[src/rtl/pipe_ctrl.sv]
// Pipeline sequencer: merges stage stall requests, sequences exception/ERET
// redirects through a freeze-then-flush FSM, and tracks memory-stall health.
module pipe_ctrl #(
  parameter logic [31:0] EXC_VECTOR    = 32'h0000_0020,
  parameter int unsigned STALL_TIMEOUT = 255,
  parameter int unsigned CNT_WIDTH     = 32
) (
  input  logic                 clk,
  input  logic                 rst,
  input  logic                 stallreq_id,
  input  logic                 stallreq_ex,
  input  logic                 stallreq_mem,
  input  logic                 excp_valid,
  input  logic                 excp_eret,
  input  logic [31:0]          cp0_epc,
  output logic [5:0]           stall_ctrl,
  output logic                 flush,
  output logic [31:0]          new_pc,
  output logic                 bus_timeout,
  output logic [CNT_WIDTH-1:0] stall_cycles
);

  localparam int unsigned TCNT_W = 16;
  localparam logic [TCNT_W-1:0] TCNT_LIMIT = TCNT_W'(STALL_TIMEOUT);

  typedef enum logic {S_RUN, S_FLUSH} state_t;

  state_t               r_state;
  logic [TCNT_W-1:0]    r_tcnt;
  logic                 r_flush;
  logic [31:0]          r_new_pc;
  logic                 r_bus_timeout;
  logic [CNT_WIDTH-1:0] r_stall_cycles;
  logic [5:0]           w_stall;
  logic [TCNT_W-1:0]    w_tcnt_inc;

  assign w_tcnt_inc = r_tcnt + TCNT_W'(1);

  // Highest requesting stage wins; an exception freezes up to MEM/WB so the
  // excepting instruction bubbles into WB. Forced low while in reset.
  always_comb begin
    w_stall = 6'b000000;
    if (!rst && r_state == S_RUN) begin
      if (excp_valid)        w_stall = 6'b011111;
      else if (stallreq_mem) w_stall = 6'b011111;
      else if (stallreq_ex)  w_stall = 6'b001111;
      else if (stallreq_id)  w_stall = 6'b000111;
    end
  end

  always_ff @(posedge clk or posedge rst) begin
    if (rst) begin
      r_state        <= S_RUN;
      r_tcnt         <= '0;
      r_flush        <= 1'b0;
      r_new_pc       <= '0;
      r_bus_timeout  <= 1'b0;
      r_stall_cycles <= '0;
    end else begin
      r_flush       <= 1'b0;
      r_bus_timeout <= 1'b0;
      case (r_state)
        S_RUN: begin
          if (excp_valid) begin
            r_state  <= S_FLUSH;
            r_flush  <= 1'b1;
            r_new_pc <= excp_eret ? cp0_epc : EXC_VECTOR;
          end
          if (!stallreq_mem) begin
            r_tcnt <= '0;
          end else if (w_tcnt_inc == TCNT_LIMIT) begin
            r_tcnt        <= '0;
            r_bus_timeout <= 1'b1;
          end else begin
            r_tcnt <= w_tcnt_inc;
          end
        end
        S_FLUSH: begin
          r_state <= S_RUN;
          r_tcnt  <= '0;
        end
        default: r_state <= S_RUN;
      endcase
      // Saturating performance counter of PC-stage stall cycles
      if (w_stall[0] && (r_stall_cycles != {CNT_WIDTH{1'b1}}))
        r_stall_cycles <= r_stall_cycles + CNT_WIDTH'(1);
    end
  end

  assign stall_ctrl   = w_stall;
  assign flush        = r_flush;
  assign new_pc       = r_new_pc;
  assign bus_timeout  = r_bus_timeout;
  assign stall_cycles = r_stall_cycles;

endmodule

[config.mk]
export PLATFORM = sky130hd
export DESIGN_NAME = pipe_ctrl
export DESIGN_NICKNAME = d
export VERILOG_FILES = /design/src/rtl/pipe_ctrl.sv
export SDC_FILE = /design/constraint.sdc
export NUM_CORES = 1
export LEC_CHECK = 0
export ABC_AREA = 0
export BUFFER_PORTS_ARGS = -buffer_cell sky130_fd_sc_hd__buf_2
export CAP_MARGIN = 20
export CORE_AREA = 2 2 86 88
export DETAILED_ROUTE_END_ITERATION = 7
export DIE_AREA = 0 0 88 90
export PLACE_DENSITY_LB_ADDON = 0.1
export SKIP_CTS_REPAIR_TIMING = 1
export SKIP_LAST_GASP = 1
export SYNTH_ARGS = -nofsm -noshare
export SYNTH_HDL_FRONTEND = slang
export SYNTH_SLANG_ARGS = --single-unit
[constraint.sdc]
create_clock -name clk -period 3.7 [get_ports clk]
set_input_delay 0.185 -clock clk [delete_from_list [all_inputs] [get_ports clk]]
set_output_delay 0.185 -clock clk [all_outputs]
set_load 0.02 [all_outputs]
==> reports/results.txt <==
Die W = 88 um
Register area = 2050 um2
Startpoint Class = register
Area after DPL = 4410 um2
CTS tree = done
CP max-delay cell = dfrtp_1
DR pass1 iterations = 4
P_leak = 2.31 nW
Hold/Removal Path Class = input pin to register
Setup Viol. Count Final = 0
Avg Inst Size Synth = 9.99 um2
Clock Sinks = 82
Peak VDD IR = 217 uV
Worst Setup EP = r_tcnt[4]
Rows = 31
Worst setup EP type = register
Delay of the slowest critical-path stage = 0.46 ns
Commonest non-fill, non-tap cell in the layout = buf_2
Top FF cell, synth = dfrtp_1
Multi-input gate area = 1660 um2
RSZ-0062 raised after global routing = false
Synth Net Count = 423
Clock transition at path regs = 0.08 ns
WL/cell = 13.5 um
Hpwl dp = 5.75 mm
Routed Antenna Nets = 0
YS warnings = 0
Cell Chain, Critical Path = ha_1 -> nand4_1 -> nor4_2 -> xnor2_1 -> and3_1 -> a41o_2 -> nor2_1
Average vias per placed instance = 5.03
First-pass GRT wire length = 13.4 mm
Most frequent cells in the layout = buf_2, nand2_1, dfrtp_1
Clock period minus worst slack = 2.18 ns
Slew @ Worst Pin = 0.543 ns
Routed via count = 2,985
Final Max Slew Viols = 0
Initial antenna violation count = 0
Setup TNS = 0 ns
Level count of the clock H-tree = 3
Number of DRC violations after detailed routing = 0
Seq/Total Area, Yosys = 53.9%
Die area = 7920 um2
Initial drt markers = 120
Clk_skew = 0.00965 ns
Initial Util = 54.2%
Clk_lat worst skew = 0.34 ns
CP Data Arrival Time = 2.40 ns
R2r startpoint = r_tcnt[0]
Diode count = 0
Global placement routability congestion = 0.943
Layout cells sized above 1 = 29.5%
Seq cells post-synth = 82
Gr usage total = 21.6%
Largest net degree at the start of global routing = 67
Largest fanout on the critical path = 8
Post-synth EDFFs = 0
Final nets = 532
R2R Path End = r_tcnt[4]
Grt ovf = 0
Power density over cell area = 439 nW/um2
Layout area overhead = 22.6%
Top Ports = 111
Tcrit/Tclk final = 58.8%
Final core occ = 66.5%
Type of the worst setup path = register to register
Critical path required time = 3.92 ns
Final instance area = 4670 um2
Max-slew headroom = 63.5%
Fillers = 582
Vias in the first global route = 2,867
Max cap viols = 0
Yosys cell types = 47
Cells after Synth = 381
R2R cell count = 7
Max Clk Rate = 459 MHz
Root Driver = clkbuf_8
Die extent in y = 90 um
Post-Route WL = 8.03 mm
Total CTS buffers = 9
Status = finished, final reports clean
Final Hold Viols = 0
Clock buffer depth = 2
CP Launch Point = r_tcnt[0]
Port Buffers = 109
Ys async rst share = 100%
Core ar. = 7020 um2
Synthesized cell area = 3810 um2
R2R setup slack = 1.52 ns
[cell usage after synthesis (2+ instances only)]
library cell   n  area [um2]
a21oi_1        3        15.0
and2_1         2        12.5
and3_1         3        18.8
and3_2         2        15.0
and4_1         4        35.0
buf_4          3        22.5
clkbuf_1      11        41.3
dfrtp_1       82        2050
ha_1           3        37.5
inv_1          7        26.3
nand2_1       84         315
nand2b_1       3        18.8
nand3_1       15        75.1
nand4_1       13        81.3
nor2_1        26        97.6
nor2_2         3        18.8
nor3_1         4        20.0
nor3_2         4        40.0
nor4_1         4        25.0
o21ai_0       32         160
o31ai_1        2        15.0
or4_1          2        15.0
xnor2_1       25         219
xor2_1        21         184
[flip-flops by register name (all words and copies together), names as in the netlist]
register / count
new_pc: 32
stall_cycles: 32
bus_timeout: 1
r_tcnt: 16
flush: 1
[metal layers]
layer | vias to the layer above | share of wire [%] | GRT usage (%) | wire length [um]
li1 | 1500 | - | - | -
met1 | 1387 | 44 | 28.2 | 3550
met2 | 90 | 48 | 33.8 | 3850
met3 | 8 | 6.5 | 5.88 | 520
met4 | 0 | 1.3 | 9.10 | 104
met5 | - | 0 | 0 | 0
[power breakdown]
group          total (W)  internal, W  leakage, nW  switching, W
clock           0.000646     0.000349        0.101      0.000297
combinational   0.000361     0.000131         1.13      0.000230
sequential       0.00104     0.000972         1.08     0.0000718
total            0.00205      0.00145         2.31      0.000598
[cell type report]
type	count	share of cell area, %
Clock buffer	14	3.49
Clock inverter	2	0.751
Inverter	7	0.590
Multi-Input combinational cell	277	35.5
Sequential cell	82	44.0
Tap cell	99	2.65
Timing Repair Buffer	113	13.1
[worst min-delay path by stage]
| stage | from | to | slack, ns | cells past startpoint |
|---|---|---|---|---|
| 3_5_place_dp | cp0_epc[0] | new_pc[0] | 0.44 | 3 |
| 2_1_floorplan | excp_eret | new_pc[31] | 0.32 | 2 |
| 4_1_cts | cp0_epc[0] | new_pc[0] | 0.07 | 3 |
| 5_1_grt | cp0_epc[8] | new_pc[8] | 0.07 | 3 |
| 6_report | cp0_epc[23] | new_pc[23] | 0.09 | 3 |
| 3_3_place_gp | cp0_epc[20] | new_pc[20] | 0.43 | 3 |
[worst max-delay path, delay by kind of cell (launching register included)]
kind,cells,cell delay [ns]
simple gates,4,0.78
flops,1,0.46
fa+ha+maj,1,0.32
compound gates,1,0.32
xor+xnor,1,0.18
[cells by family after synthesis]
| group | share of synthesized area [%] |
|---|---|
| xor+xnor | 10.6 |
| fa+ha+maj | 0.986 |
| other cells | 0.0985 |
| mux | 0.592 |
| simple gates | 24.8 |
| compound gates | 6.38 |
| flops | 53.9 |
| buf+inv | 2.66 |
[metrics by stage]
step / cells / hold slack, ns / setup WS (ns) / total power (W)
after floorplan: 381 / 0.321 / 1.41 / 0.00128
after global placement: 575 / 0.432 / 1.71 / 0.00141
after detailed placement: 575 / 0.442 / 1.58 / 0.00142
after CTS: 591 / 0.0695 / 1.45 / 0.00206
after global routing: 594 / 0.0718 / 1.40 / 0.00216
final: 594 / 0.0867 / 1.52 / 0.00205
No activity file was read; power rests on OpenSTA's default activity.
